$ cat src/rtl/mybusmatrix_arb_rr_if.sv
// mybusmatrix_arb_rr_if: request/transfer inputs and grant outputs of one slave-port arbiter
interface mybusmatrix_arb_rr_if;
  logic [7:0] req_port;
  logic       HREADYM;
  logic       HSELM;
  logic [1:0] HTRANSM;
  logic [2:0] HBURSTM;
  logic       HMASTLOCKM;
  logic [2:0] addr_in_port;
  logic       no_port;
  modport master (
    output req_port, HREADYM, HSELM, HTRANSM, HBURSTM, HMASTLOCKM,
    input  addr_in_port, no_port
  );
  modport slave (
    input  req_port, HREADYM, HSELM, HTRANSM, HBURSTM, HMASTLOCKM,
    output addr_in_port, no_port
  );
endinterface

$ cat src/rtl/mybusmatrix_arb_rr.sv
// mybusmatrix_arb_rr: round-robin AHB output arbiter; MYBUSMATRIX_ARB_MAXHOLD_EN adds an INCR max-hold yield
module mybusmatrix_arb_rr #(
  parameter int NUM_PORTS = 4,
  parameter int MAX_HOLD  = 8
) (
  input logic HCLK,
  input logic HRESET,
  mybusmatrix_arb_rr_if.slave bus
);
  logic [2:0] r_addr;
  logic       r_nop;
  logic [2:0] w_addr_nx;
  logic       w_nop_nx;
  logic [7:0] w_req;
  logic       w_any;
  logic       w_others;
  logic       w_owner_active;
  logic       w_seq;
  logic       w_yield;
  logic       w_keep;
  logic       w_search;
  logic       w_found;
  logic [2:0] w_pick;
  assign w_req          = bus.req_port & 8'((1 << NUM_PORTS) - 1);
  assign w_any          = |w_req;
  assign w_others       = |(w_req & ~(8'd1 << r_addr));
  assign w_owner_active = bus.HSELM & (bus.HTRANSM != 2'b00);
  assign w_seq          = bus.HSELM & (bus.HTRANSM == 2'b11);
`ifdef MYBUSMATRIX_ARB_MAXHOLD_EN
  logic [7:0] r_hold;
  logic       w_hold_clr;
  assign w_yield    = (bus.HBURSTM == 3'b001) & (r_hold >= 8'(MAX_HOLD - 1)) & w_others & !bus.HMASTLOCKM;
  assign w_hold_clr = (w_addr_nx != r_addr) | (bus.HSELM & (bus.HTRANSM == 2'b10)) | w_nop_nx;
  always_ff @(posedge HCLK) begin
    if (HRESET) r_hold <= 8'd0;
    else if (bus.HREADYM) r_hold <= w_hold_clr ? 8'd0 : (w_seq && r_hold < 8'(MAX_HOLD)) ? r_hold + 8'd1 : r_hold;
  end
`else
  logic w_unused;
  assign w_yield  = 1'b0;
  assign w_unused = ^{bus.HBURSTM, w_others};
`endif
  // owner is visited last so a persistent requester cannot starve the others
  always_comb begin
    w_found = 1'b0;
    w_pick  = r_addr;
    for (int k = 1; k <= NUM_PORTS; k++) begin
      logic [2:0] idx;
      idx = 3'((int'(r_addr) + k) % NUM_PORTS);
      if (!w_found && (w_req[idx] || (idx == r_addr && w_owner_active)) && !(w_yield && idx == r_addr)) begin
        w_found = 1'b1;
        w_pick  = idx;
      end
    end
  end
  assign w_keep    = bus.HMASTLOCKM | (w_seq & !w_yield);
  assign w_search  = w_any | w_owner_active;
  assign w_addr_nx = w_keep ? r_addr : w_search ? w_pick : r_addr;
  assign w_nop_nx  = !(w_keep | w_search | bus.HSELM);
  always_ff @(posedge HCLK) begin
    if (HRESET) begin
      r_addr <= 3'(NUM_PORTS - 1);
      r_nop  <= 1'b1;
    end else if (bus.HREADYM) begin
      r_addr <= w_addr_nx;
      r_nop  <= w_nop_nx;
    end
  end
  assign bus.addr_in_port = r_addr;
  assign bus.no_port      = r_nop;
endmodule

$ cat src/flat_wrapper.sv
// flat-port wrapper written by rule: the top's interface ports become plain ports
module mybusmatrix_arb_rr_flat 
#(
  parameter int NUM_PORTS = 4,
  parameter int MAX_HOLD  = 8
)
  (HCLK, HRESET, bus_req_port, bus_HREADYM, bus_HSELM, bus_HTRANSM, bus_HBURSTM, bus_HMASTLOCKM, bus_addr_in_port, bus_no_port);
  mybusmatrix_arb_rr_if bus_i ();
  input logic HCLK;
  input logic HRESET;
  input wire logic [$bits(bus_i.req_port)-1:0] bus_req_port;
  input wire logic [$bits(bus_i.HREADYM)-1:0] bus_HREADYM;
  input wire logic [$bits(bus_i.HSELM)-1:0] bus_HSELM;
  input wire logic [$bits(bus_i.HTRANSM)-1:0] bus_HTRANSM;
  input wire logic [$bits(bus_i.HBURSTM)-1:0] bus_HBURSTM;
  input wire logic [$bits(bus_i.HMASTLOCKM)-1:0] bus_HMASTLOCKM;
  output wire logic [$bits(bus_i.addr_in_port)-1:0] bus_addr_in_port;
  output wire logic [$bits(bus_i.no_port)-1:0] bus_no_port;
  assign bus_i.req_port = bus_req_port;
  assign bus_i.HREADYM = bus_HREADYM;
  assign bus_i.HSELM = bus_HSELM;
  assign bus_i.HTRANSM = bus_HTRANSM;
  assign bus_i.HBURSTM = bus_HBURSTM;
  assign bus_i.HMASTLOCKM = bus_HMASTLOCKM;
  assign bus_addr_in_port = bus_i.addr_in_port;
  assign bus_no_port = bus_i.no_port;
  mybusmatrix_arb_rr #(.NUM_PORTS(NUM_PORTS), .MAX_HOLD(MAX_HOLD)) u_core (.HCLK(HCLK), .HRESET(HRESET), .bus(bus_i));
endmodule
$ cat config.mk
export PLATFORM = sky130hd
export DESIGN_NAME = mybusmatrix_arb_rr_flat
export DESIGN_NICKNAME = d
export VERILOG_FILES = /design/src/rtl/mybusmatrix_arb_rr_if.sv /design/src/rtl/mybusmatrix_arb_rr.sv /design/src/flat_wrapper.sv
export SDC_FILE = /design/constraint.sdc
export NUM_CORES = 1
export LEC_CHECK = 0
export CORE_AREA = 4 4 41 43
export DETAILED_ROUTE_END_ITERATION = 10
export DIE_AREA = 0 0 45 47
export HOLD_SLACK_MARGIN = 0.08
export SYNTH_ARGS = -nofsm -noshare
export SYNTH_HDL_FRONTEND = slang
export SYNTH_SLANG_ARGS = --single-unit
$ cat constraint.sdc
create_clock -name HCLK -period 2.99 [get_ports HCLK]
set_clock_uncertainty 0.2 [all_clocks]
set_input_delay 0.598 -clock HCLK [delete_from_list [all_inputs] [get_ports HCLK]]
set_output_delay 0.598 -clock HCLK [all_outputs]
set_load 0.01 [all_outputs]
==> flow_metrics.env <==
export IMPL_worst_path_buffer_plus_inverter_count=1
export IMPL_setup_worst_path_start_class="input port"
export IMPL_layout_worst_path_cycle_share_pct=73.3
export IMPL_ant_nets=0
export IMPL_grt_pass1_wl_um=1120
export IMPL_synth_cell_type_count=25
export IMPL_drt_pre_antenna_iters=4
export IMPL_vdd_drop_max_mv=0.239
export IMPL_place_congestion=0.734
export IMPL_fmax_mhz=456
export IMPL_syn_area_per_cell_sq_um=7.54
export IMPL_cpLargestDelayFamily="simple AND/OR/NAND/NOR gates"
export IMPL_hold_class="reg2reg"
export IMPL_cts_hold_buffers=0
export IMPL_grt_use_total_pct=7.40
export IMPL_area_growth_pct=56.1
export IMPL_muxShareOfSynthArea_pct=3.59
export IMPL_post_drt_wl_per_cell_um=10.2
export IMPL_antenna_cells=0
export IMPL_worst_r2r_setup_slack_ns=1.22
export IMPL_most_instantiated_flip_flop_cell_in_the_synthesis_netlist="sky130_fd_sc_hd__dfxtp_1"
export IMPL_floorplan_die_width_um=45
export IMPL_timing_critical_path_required_ns=2.91
export IMPL_drive_above_1_share_pct=5.77
export IMPL_drc=0
export IMPL_timing_critical_path_arrival_ns=2.12
export IMPL_cts_repair_resize_count=0
export IMPL_synth_top_cells_by_area="sky130_fd_sc_hd__dfxtp_1 22%, sky130_fd_sc_hd__o21ai_0 7.2%, sky130_fd_sc_hd__inv_1 6.7%, sky130_fd_sc_hd__nand2b_1 6.7%, sky130_fd_sc_hd__nor4_1 4.5%"
export IMPL_critPathMaxStageDelay_ns=0.49
export IMPL_global_route_overflow_total=0
export IMPL_clock_root_buffer="sky130_fd_sc_hd__clkbuf_4"
export IMPL_yosys_area_share_adder_pct=0
export IMPL_flip_flop_and_latch_count_after_synthesis=3
export IMPL_drt_first_iter_violations=10
export IMPL_class_of_the_most_critical_setup_path="in2reg"
export IMPL_postSynth_asyncResetShare_pct=0
export IMPL_hold_ws_ns=0.295
export IMPL_clk_pin_slew_worst_paths_ns=0.04
export IMPL_vias=332
export IMPL_grt_pass1_vias=298
export IMPL_via_per_inst=4.96
export IMPL_synth_edf_count=0
export IMPL_ioPinCount=22
export IMPL_post_synth_instance_area_sq_um=279
export IMPL_max_clock_path_buffers=2
export IMPL_p_total_w=0.000164
export IMPL_htree_levels=1
export IMPL_fp_dieArea_sq_mm=0.00212
export IMPL_port_buffers=13
export IMPL_synth_fp_nets=55
export IMPL_clk_latency_ns=0.23
export IMPL_grt_start_max_net_pins=13
export IMPL_timing_critical_path_to_type="flop"
export IMPL_row_count=13
export IMPL_setup_repair_after_global_routing_missed_its_margin="false"
export IMPL_final_net_count=71
export IMPL_synth_top_area_share_pct=21.5
export IMPL_synth_seq_area_share_pct=21.5
export IMPL_cts_post_setup_buffers_inserted=0
export IMPL_report_final_slew_viol_count=0
export IMPL_yosysWarningCount=0
export IMPL_postSynthCellCount=37
export IMPL_die_height_um=47
export IMPL_final_setup_tns_ns=0
export IMPL_cell_breakdown_of_the_critical_path="clkdlybuf4s50_1, nand2b_1, or4_1, o2111ai_1, o21ai_0, o311ai_0"
export IMPL_report_final_setup_viol=0
export IMPL_outcome="finished, final reports clean"
export IMPL_synth_top_family_by_area="compound AO/OA/AOI/OAI gates"
export IMPL_tritoncts_num_buffers=3
export IMPL_post_synth_top_count_cell="sky130_fd_sc_hd__inv_1"
export IMPL_clock_net_sink_count=3
export IMPL_yosys_area_top_type="sky130_fd_sc_hd__dfxtp_1"
export IMPL_final_cells=67
export IMPL_placed_cells_incl_taps=63
export IMPL_power_density_over_the_cells_mw_per_mm2=377
export IMPL_fraction_of_the_mapped_netlist_area_in_compound_gates_pct=33.6
export IMPL_hold_viol_final=0
export IMPL_xor_and_xnor_area_share_after_synthesis_pct=0
export IMPL_tritoncts="built"
export IMPL_fp_coreArea_sq_mm=0.00130
export IMPL_yosys_area_share_simple_pct=26.5
export IMPL_total_leakage_power_nw=0.170
export IMPL_synthTopCellsByCount="5 x sky130_fd_sc_hd__inv_1, 4 x sky130_fd_sc_hd__o21ai_0, 3 x sky130_fd_sc_hd__dfxtp_1, 3 x sky130_fd_sc_hd__nand2b_1, 2 x sky130_fd_sc_hd__nor4_1"
export IMPL_period_minus_slack_ns=2.19
export IMPL_final_routed_wirelength_um=685
export IMPL_crit_path_top_delay_cell="sky130_fd_sc_hd__clkdlybuf4s50_1"
export IMPL_antenna_found_initial=0
export IMPL_critical_path_max_fanout=5
export IMPL_initial_standard_cell_utilization_of_the_core_pct=21.4
export IMPL_cap_violations=0
export IMPL_n_fill_cell=158
export IMPL_dpl_hpwl_um=540
-- path summary, 6_finish.rpt --
check / end / from / depth (start not counted)
worst max-delay path: u_core.bus.addr_in_port[0] / bus_req_port[0] / 6
worst min-delay path: u_core.bus.no_port / u_core.bus.no_port / 1
worst min register to register: u_core.bus.no_port / u_core.bus.no_port / 1
worst max register to register: u_core.bus.addr_in_port[0] / u_core.bus.addr_in_port[1] / 5
-- final cells by class --
cell class,instances,area (sq um),share of cell area (%)
repair buffers,13,130,29.9
inverters,5,18.8,4.31
clock buffers,4,26.3,6.03
flip-flops and latches,3,60.1,13.8
multi-input cells,27,181,41.7
well taps,15,18.8,4.31
-- flip-flops by register name (all words and copies together) (netlist names) --
signal	flops
u_core.bus.no_port	1
u_core.bus.addr_in_port	2
-- power breakdown --
| part | internal (W) | total, W | switching, W |
|---|---|---|---|
| clock | 0.0000501 | 0.0000722 | 0.0000221 |
| combinational | 0.0000260 | 0.0000431 | 0.0000171 |
| sequential | 0.0000434 | 0.0000488 | 0.00000540 |
| total | 0.000120 | 0.000164 | 0.0000446 |
-- cell families after synthesis --
kind of cell / count (synthesis)
compound gates: 13
buf+inv: 7
flops: 3
mux: 1
other cells: 1
simple gates: 12
-- stage by stage --
stage	instance area, sq um	utilization, %	setup WS [ns]
final	435	33.5	0.799
after global routing	435	33.5	0.632
after CTS	435	33.5	0.801
after detailed placement	409	31.4	0.572
after global placement	409	31.4	0.584
after floorplan	279	-	1.22
-- routing by layer --
layer | GRT usage, % | wire length, um
met5 | 0 | 0
met4 | 3.51 | 0
met3 | 4.60 | 65
met2 | 11.9 | 311
met1 | 7.66 | 309
-- layout by cell type, fill, tap and decap left out, types with 2 or more instances in the layout --
cell	instances
sky130_fd_sc_hd__clkdlybuf4s50_1	13
sky130_fd_sc_hd__inv_1	5
sky130_fd_sc_hd__o21ai_0	4
sky130_fd_sc_hd__nand2b_1	3
sky130_fd_sc_hd__clkbuf_4	3
sky130_fd_sc_hd__dfxtp_1	3
sky130_fd_sc_hd__nor4_1	2
Note: power is estimated with default switching activity, not from simulation.
